$ cat config.mk
export PLATFORM = sky130hd
export DESIGN_NAME = axi_lite_ipif_bridge
export DESIGN_NICKNAME = d
export VERILOG_FILES = /design/src/rtl/axi_lite_ipif_bridge.sv
export SDC_FILE = /design/constraint.sdc
export NUM_CORES = 1
export LEC_CHECK = 0
export ABC_AREA = 1
export ABC_CLOCK_PERIOD_IN_PS = 2900
export BUFFER_PORTS_ARGS = -buffer_cell sky130_fd_sc_hd__buf_2
export CAP_MARGIN = 20
export CORE_MARGIN = 2
export CORE_UTILIZATION = 53
export DETAILED_ROUTE_END_ITERATION = 16
export HOLD_SLACK_MARGIN = 0.08
export MAX_ROUTING_LAYER = met4
export PLACE_DENSITY = 0.85
export REMOVE_ABC_BUFFERS = 1
export SYNTH_ARGS = -nofsm -noshare
export SYNTH_HDL_FRONTEND = slang
export SYNTH_SLANG_ARGS = --single-unit
$ cat constraint.sdc
create_clock -name S_AXI_ACLK -period 2.9 [get_ports S_AXI_ACLK]
set_input_delay 0.145 -clock S_AXI_ACLK [delete_from_list [all_inputs] [get_ports S_AXI_ACLK]]
set_output_delay 0.145 -clock S_AXI_ACLK [all_outputs]
set_load 0.01 [all_outputs]
$ cat src/rtl/axi_lite_ipif_bridge.sv
// rtl/axi_lite_ipif_bridge.sv - AXI4-Lite slave to single-beat IPIF bridge with window decode and access timeout
module axi_lite_ipif_bridge #(
  parameter int C_S_AXI_DATA_WIDTH = 32,
  parameter int C_S_AXI_ADDR_WIDTH = 32,
  parameter logic [C_S_AXI_ADDR_WIDTH-1:0] C_BASEADDR = 32'hFFFFFFFF,
  parameter logic [C_S_AXI_ADDR_WIDTH-1:0] C_HIGHADDR = 32'h00000000,
  parameter int C_TIMEOUT_CYCLES = 16
) (
  input  logic                            S_AXI_ACLK,
  input  logic                            S_AXI_ARESET,
  input  logic [C_S_AXI_ADDR_WIDTH-1:0]   S_AXI_AWADDR,
  input  logic                            S_AXI_AWVALID,
  output logic                            S_AXI_AWREADY,
  input  logic [C_S_AXI_DATA_WIDTH-1:0]   S_AXI_WDATA,
  input  logic [C_S_AXI_DATA_WIDTH/8-1:0] S_AXI_WSTRB,
  input  logic                            S_AXI_WVALID,
  output logic                            S_AXI_WREADY,
  output logic [1:0]                      S_AXI_BRESP,
  output logic                            S_AXI_BVALID,
  input  logic                            S_AXI_BREADY,
  input  logic [C_S_AXI_ADDR_WIDTH-1:0]   S_AXI_ARADDR,
  input  logic                            S_AXI_ARVALID,
  output logic                            S_AXI_ARREADY,
  output logic [C_S_AXI_DATA_WIDTH-1:0]   S_AXI_RDATA,
  output logic [1:0]                      S_AXI_RRESP,
  output logic                            S_AXI_RVALID,
  input  logic                            S_AXI_RREADY,
  output logic                            Bus2IP_Clk,
  output logic                            Bus2IP_Resetn,
  output logic [C_S_AXI_ADDR_WIDTH-1:0]   Bus2IP_Addr,
  output logic                            Bus2IP_CS,
  output logic                            Bus2IP_RNW,
  output logic [C_S_AXI_DATA_WIDTH-1:0]   Bus2IP_Data,
  output logic [C_S_AXI_DATA_WIDTH/8-1:0] Bus2IP_BE,
  input  logic [C_S_AXI_DATA_WIDTH-1:0]   IP2Bus_Data,
  input  logic                            IP2Bus_RdAck,
  input  logic                            IP2Bus_WrAck,
  input  logic                            IP2Bus_Error
);

  localparam int CNT_W = $clog2(C_TIMEOUT_CYCLES);
  localparam logic [CNT_W-1:0] CNT_LAST = CNT_W'(C_TIMEOUT_CYCLES - 1);

  typedef enum logic [1:0] {IDLE, DECODE, ACCESS, RESP} state_t;

  state_t                          state;
  logic                            aw_held, w_held, last_was_write, cs_q;
  logic [C_S_AXI_ADDR_WIDTH-1:0]   aw_addr_q;
  logic [CNT_W-1:0]                cnt;
  logic                            idle, aw_hs, w_hs, wr_req, rd_req, grant_wr, grant_rd;
  logic                            in_range, ack_ok, fin;
  logic [1:0]                      fin_resp;
  logic [C_S_AXI_DATA_WIDTH-1:0]   fin_data;

  assign Bus2IP_Clk    = S_AXI_ACLK;
  assign Bus2IP_Resetn = ~S_AXI_ARESET;

  // Ready outputs are combinational, so they are forced low while reset is held.
  assign idle          = (state == IDLE) & ~S_AXI_ARESET;
  assign S_AXI_AWREADY = idle & ~aw_held;
  assign S_AXI_WREADY  = idle & ~w_held;
  assign aw_hs         = S_AXI_AWVALID & S_AXI_AWREADY;
  assign w_hs          = S_AXI_WVALID & S_AXI_WREADY;

  // A half-captured write blocks reads so its other half can always complete.
  assign wr_req        = (aw_held | aw_hs) & (w_held | w_hs);
  assign rd_req        = S_AXI_ARVALID & ~aw_held & ~w_held;
  assign grant_wr      = idle & wr_req & (~rd_req | ~last_was_write);
  assign grant_rd      = idle & rd_req & ~grant_wr;
  assign S_AXI_ARREADY = grant_rd;

  assign in_range  = !(Bus2IP_Addr < C_BASEADDR) && !(C_HIGHADDR < Bus2IP_Addr);
  assign ack_ok    = Bus2IP_RNW ? IP2Bus_RdAck : IP2Bus_WrAck;
  assign Bus2IP_CS = cs_q & ~(IP2Bus_RdAck | IP2Bus_WrAck);

  always_comb begin
    fin      = 1'b0;
    fin_resp = 2'b00;
    fin_data = '0;
    if (state == DECODE && !in_range) begin
      fin      = 1'b1;
      fin_resp = 2'b11;
    end else if (state == ACCESS) begin
      if (ack_ok) begin
        fin      = 1'b1;
        fin_resp = IP2Bus_Error ? 2'b10 : 2'b00;
        fin_data = IP2Bus_Data;
      end else if (cnt == CNT_LAST) begin
        fin      = 1'b1;
        fin_resp = 2'b10;
      end
    end
  end

  always_ff @(posedge S_AXI_ACLK) begin
    if (S_AXI_ARESET) begin
      state          <= IDLE;
      aw_held        <= 1'b0;
      w_held         <= 1'b0;
      last_was_write <= 1'b0;
      cs_q           <= 1'b0;
      aw_addr_q      <= '0;
      cnt            <= '0;
      Bus2IP_Addr    <= '0;
      Bus2IP_Data    <= '0;
      Bus2IP_BE      <= '0;
      Bus2IP_RNW     <= 1'b1;
      S_AXI_BVALID   <= 1'b0;
      S_AXI_BRESP    <= 2'b00;
      S_AXI_RVALID   <= 1'b0;
      S_AXI_RRESP    <= 2'b00;
      S_AXI_RDATA    <= '0;
    end else begin
      if (aw_hs) begin
        aw_addr_q <= S_AXI_AWADDR;
        aw_held   <= 1'b1;
      end
      if (w_hs) begin
        Bus2IP_Data <= S_AXI_WDATA;
        Bus2IP_BE   <= S_AXI_WSTRB;
        w_held      <= 1'b1;
      end
      if (fin) begin
        cs_q  <= 1'b0;
        state <= RESP;
        if (Bus2IP_RNW) begin
          S_AXI_RVALID <= 1'b1;
          S_AXI_RRESP  <= fin_resp;
          S_AXI_RDATA  <= fin_data;
        end else begin
          S_AXI_BVALID <= 1'b1;
          S_AXI_BRESP  <= fin_resp;
        end
      end
      case (state)
        IDLE: begin
          if (grant_wr | grant_rd) begin
            Bus2IP_Addr    <= grant_wr ? (aw_held ? aw_addr_q : S_AXI_AWADDR) : S_AXI_ARADDR;
            Bus2IP_RNW     <= grant_rd;
            last_was_write <= grant_wr;
            state          <= DECODE;
          end
        end
        DECODE: begin
          if (in_range) begin
            cs_q  <= 1'b1;
            cnt   <= '0;
            state <= ACCESS;
          end
        end
        ACCESS: begin
          if (!fin) cnt <= cnt + CNT_W'(1);
        end
        RESP: begin
          if (Bus2IP_RNW ? (S_AXI_RVALID & S_AXI_RREADY) : (S_AXI_BVALID & S_AXI_BREADY)) begin
            S_AXI_RVALID <= 1'b0;
            S_AXI_BVALID <= 1'b0;
            if (!Bus2IP_RNW) begin
              aw_held <= 1'b0;
              w_held  <= 1'b0;
            end
            state <= IDLE;
          end
        end
        default: state <= IDLE;
      endcase
    end
  end

endmodule

== Word-level counts from Yosys, hierarchy flattened ==
Index checks and enable logic that the tools add are counted.

* Reductions and logical operators: 11
* Equal/unequal tests: 6
* Bitwise logic cells: 28
* Order comparisons: 2
* Add/subtract/negate cells: 1
* Muxes and demuxes: 43

{| class="wikitable"
|+ Operator list
! cell !! count
|-
| two-way mux 32 bit || 5
|-
| less-than comparator 1 x 32 -> 1 bit (first input constant) || 1
|-
| less-than comparator 32 bit (second input constant) || 1
|-
| two-way mux 1 bit || 25
|-
| two-way mux 2 bit || 9
|-
| bitwise AND 1 bit || 15
|-
| two-way mux 4 bit || 2
|-
| inverter 1 bit || 8
|-
| case mux 4 bit (2 select lines) || 1
|-
| case mux 2 bit (3 select lines) || 1
|-
| AND reduction 2 bit || 3
|-
| bitwise OR 1 bit || 5
|-
| adder 4 x 1 -> 4 bit (second input constant) || 1
|-
| == test 2 bit (second input constant) || 2
|-
| == test 4 bit (second input constant) || 1
|-
| inequality test 2 bit (second input constant) || 2
|-
| logical NOT 1 bit || 3
|-
| AND reduction 3 bit || 1
|-
| == test 2 x 1 -> 1 bit (second input constant) || 1
|-
| logical AND 1 bit || 2
|-
| logical NOT 2 bit || 1
|-
| nonzero test 2 bit || 1
|}

* Logic and storage cells: 107
* Bits of input ports: 142
* Output and inout bits: 113
* Register bits: 149

== Depth between registers and ports, before layout ==
* Depth after elaboration: 13
* Mapped depth: 11
* Mapped depth without buffers: 9

==> flow_metrics.py <==
metrics = {
    "worst_setup_path": {
        "cpMaxStageDelayCell": "nor2_2",
        "critical_path_required_ns": 2.76,
        "slowest_delay_ns": 0.54,
        "worstPathArrival_ns": 2.26,
        "cp-start-kind": "flop",
        "critPathKind": "reg -> out",
        "end_kind": "primary output",
        "worstPathCellList": "nor2_2, nand2_4, nor2_2, buf_4, buf_2",
        "crit_top_cell": "nor2_2",
        "worst-path-max-fanout": 23,
    },
    "floorplan": {
        "die_x_um": 117,
        "start_util_pct": 54.1,
        "die_height_um": 117,
        "num_io_pins": 255,
        "die_area_um2": 13800,
        "coreArea_um2": 12600,
        "row_count": 41,
    },
    "status": {
        "outcome": "completed",
    },
    "finish": {
        "finalCoreUtilization_pct": 80.1,
        "stdcell_count": 1537,
        "antenna_cells": 0,
        "fillers": 811,
        "multi_input_area_um2": 3270,
        "area_delta_synth_final_pct": 48.1,
        "nNetsFinal": 1496,
        "drive_gt1_share_pct": 23.5,
        "regArea_um2": 2980,
    },
    "job": {
        "maxCapViolations": 0,
    },
    "sta": {
        "rsz0062_at_grt": "no",
        "slew_violations": 0,
        "min_period_ns": 2.40,
        "slew_headroom_pct": 41.2,
        "hold_ws_ns": 0.100,
        "worst_slew_pin_slew_ns": 0.882,
        "skew_ns": 0.0123,
        "fmax_mhz": 416,
        "hold_viol_final": 0,
        "finalCritPeriodShare_pct": 82.9,
        "tns_ns": 0,
        "setup_viol": 0,
    },
    "yosys": {
        "synth-seq-cells": 149,
        "yosys.area_share.simple_pct": 37.9,
        "synthDistinctLibCells": 30,
        "synthFlopType": "dfxtp_1",
        "synth_area_leaders": "dfxtp_1, nand2_1, nor2_1, a21oi_1, nand3_1",
        "synthMuxAreaShare_pct": 0,
        "synth_top_family_by_area": "simple AND/OR/NAND/NOR gates",
        "synth-adder-area-share_pct": 0.184,
        "synth.top_cell.area_share_pct": 43.9,
        "ys_seq_area_share_pct": 43.9,
        "synth-edff-count": 0,
        "yosysTopAreaCell": "dfxtp_1",
        "syn_area_per_cell_um2": 6.77,
        "ys_async_sr_fraction_pct": 0,
        "synth_cells": 1005,
        "synthXorXnorAreaFrac_pct": 0.258,
        "yosys_warnings": 0,
        "synth_compound_area_share_pct": 9.59,
        "synth_area_um2": 6800,
    },
    "placement": {
        "port_buffers": 254,
        "dp_hpwl_um": 12000,
        "post-place-cells": 1370,
        "gp_congestion": 0.807,
    },
    "cts": {
        "ctsResizeCount": 0,
        "clk_latency_ns": 0.53,
        "cts_tree": "done",
        "clk_pin_slew_ns": 0.06,
    },
    "global_route": {
        "use_met3_pct": 11.1,
        "grt_usage_pct": 36.1,
        "grt-busiest-layer": "met2",
        "antenna_found_initial": 0,
        "grt_max_degree": 81,
        "grtUsageMet1_pct": 37.3,
        "grt_pass1_vias": 8076,
        "overflow": 0,
        "gr-usage-met2_pct": 58.9,
        "grt_pass1_wl_um": 37800,
    },
    "detailed_routing": {
        "drtAntennaViolNets": 0,
        "wl_per_cell_um": 16.0,
        "drt_iter0_markers": 796,
        "drc": 0,
        "wl_um": 24500,
        "drt_pass1_iterations": 8,
        "vias": 8403,
        "viasPerCell": 5.47,
    },
    "power": {
        "p_switching_mw": 2.26,
        "p_leak_nw": 4.88,
        "p_sw_share_pct": 32.6,
        "clkPwrFrac_pct": 35.4,
        "p_per_area_nw_per_um2": 687,
        "power.internal_mw": 4.66,
        "p_seq_share_pct": 36.2,
        "peakVddDrop_v": 0.000431,
        "combPwrFrac_pct": 28.4,
    },
    "worst_hold_path": {
        "worstHoldPathType": "in -> reg",
    },
}
layout make-up:
| cell class | count | area share, % |
|---|---|---|
| clock buffer | 27 | 5.74 |
| clock inverter | 8 | 0.969 |
| inverter | 52 | 1.95 |
| multi-input combinational | 725 | 32.5 |
| sequential | 149 | 29.6 |
| tap | 172 | 2.14 |
| timing repair buffer | 404 | 27.1 |
flip-flops by register name, indices dropped and copies added (netlist names):
register and cells:
S_AXI_RRESP 2, cnt 4, Bus2IP_Addr 32, Bus2IP_BE 4, last_was_write 1, Bus2IP_RNW 1, S_AXI_RDATA 32, aw_held 1
S_AXI_RVALID 1, Bus2IP_Data 32, state 2, w_held 1, S_AXI_BRESP 2, cs_q 1, aw_addr_q 32, S_AXI_BVALID 1
routing by layer:
| metal | vias up | part of all wire [%] |
|---|---|---|
| met4 | 0 | 5.4 |
| met1 | 3793 | 36 |
| li1 | 3906 | - |
| met3 | 162 | 8.3 |
| met5 | - | 0 |
| met2 | 542 | 50 |
what timing repair did:
action                                 4_1_cts  5_1_grt
hold buffers                               133        0
endpoints found under the hold margin      134        0
buffers inserted                             0        0
Yosys cell counts (2+ instances only):
master      n
a21oi_1    76
buf_1       8
buf_2      27
buf_4       2
buf_6       3
clkbuf_1   39
dfxtp_1   149
inv_1      48
inv_2       3
nand2_1   252
nand3_1    75
nand3b_1   32
nand4_1    32
nor2_1    196
nor3_1      4
o21ai_0    44
xor2_1      2
placed cells by master, fill, tap and decap left out, drive strengths merged, types with 3 or more instances in the layout:
cell,count
a21oi,76
buf,272
clkbuf,26
clkinv,4
clkinvlp,3
dfxtp,149
dlygate4sd3,133
inv,51
nand2,253
nand3,76
nand3b,32
nand4,32
nor2,198
nor3,5
o21ai,46
final timing paths:
path | start | endpoint | slack, ns | cells past startpoint
worst max-delay path | state[0] | S_AXI_WREADY | 0.50 | 5
worst min-delay path | S_AXI_ARVALID | last_was_write | 0.10 | 4
worst max register to register | aw_held | Bus2IP_Addr[1] | 0.68 | 10
worst min register to register | aw_addr_q[25] | aw_addr_q[25] | 0.45 | 2
kinds of logic after synthesis:
kind of cell | count (synthesis)
and+or+nand+nor | 598
DFF | 149
buffers and inverters | 131
AOI/OAI and AO/OA | 124
xor gates and xnor gates | 2
adders and majority gates | 1
stage by stage:
| step | setup WS [ns] | cell area [µm²] | power (mW) |
|---|---|---|---|
| CTS | 0.493 | 10100 | 6.80 |
| floorplan | -0.789 | 6440 | 3.57 |
| finish | 0.496 | 10100 | 6.92 |
| global placement | 0.920 | 8070 | 4.23 |
| global route | 0.361 | 10100 | 7.27 |
| detailed placement | 0.883 | 8070 | 4.27 |
power groups by stage:
stage | combinational [mW] | sequential, mW | clock (mW)
CTS | 1.87 | 2.49 | 2.44
global placement | 1.68 | 2.52 | 0.0208
floorplan | 0.916 | 2.65 | 0
detailed placement | 1.72 | 2.53 | 0.0208
finish | 1.97 | 2.51 | 2.45
global route | 2.17 | 2.54 | 2.57
critical path, delay by kind of cell, from the launching register on:
family,cells,cell delay (ns)
flops,1,0.34
simple gates,3,0.84
buf+inv,2,0.55
Power figures use the tool's default switching activity.
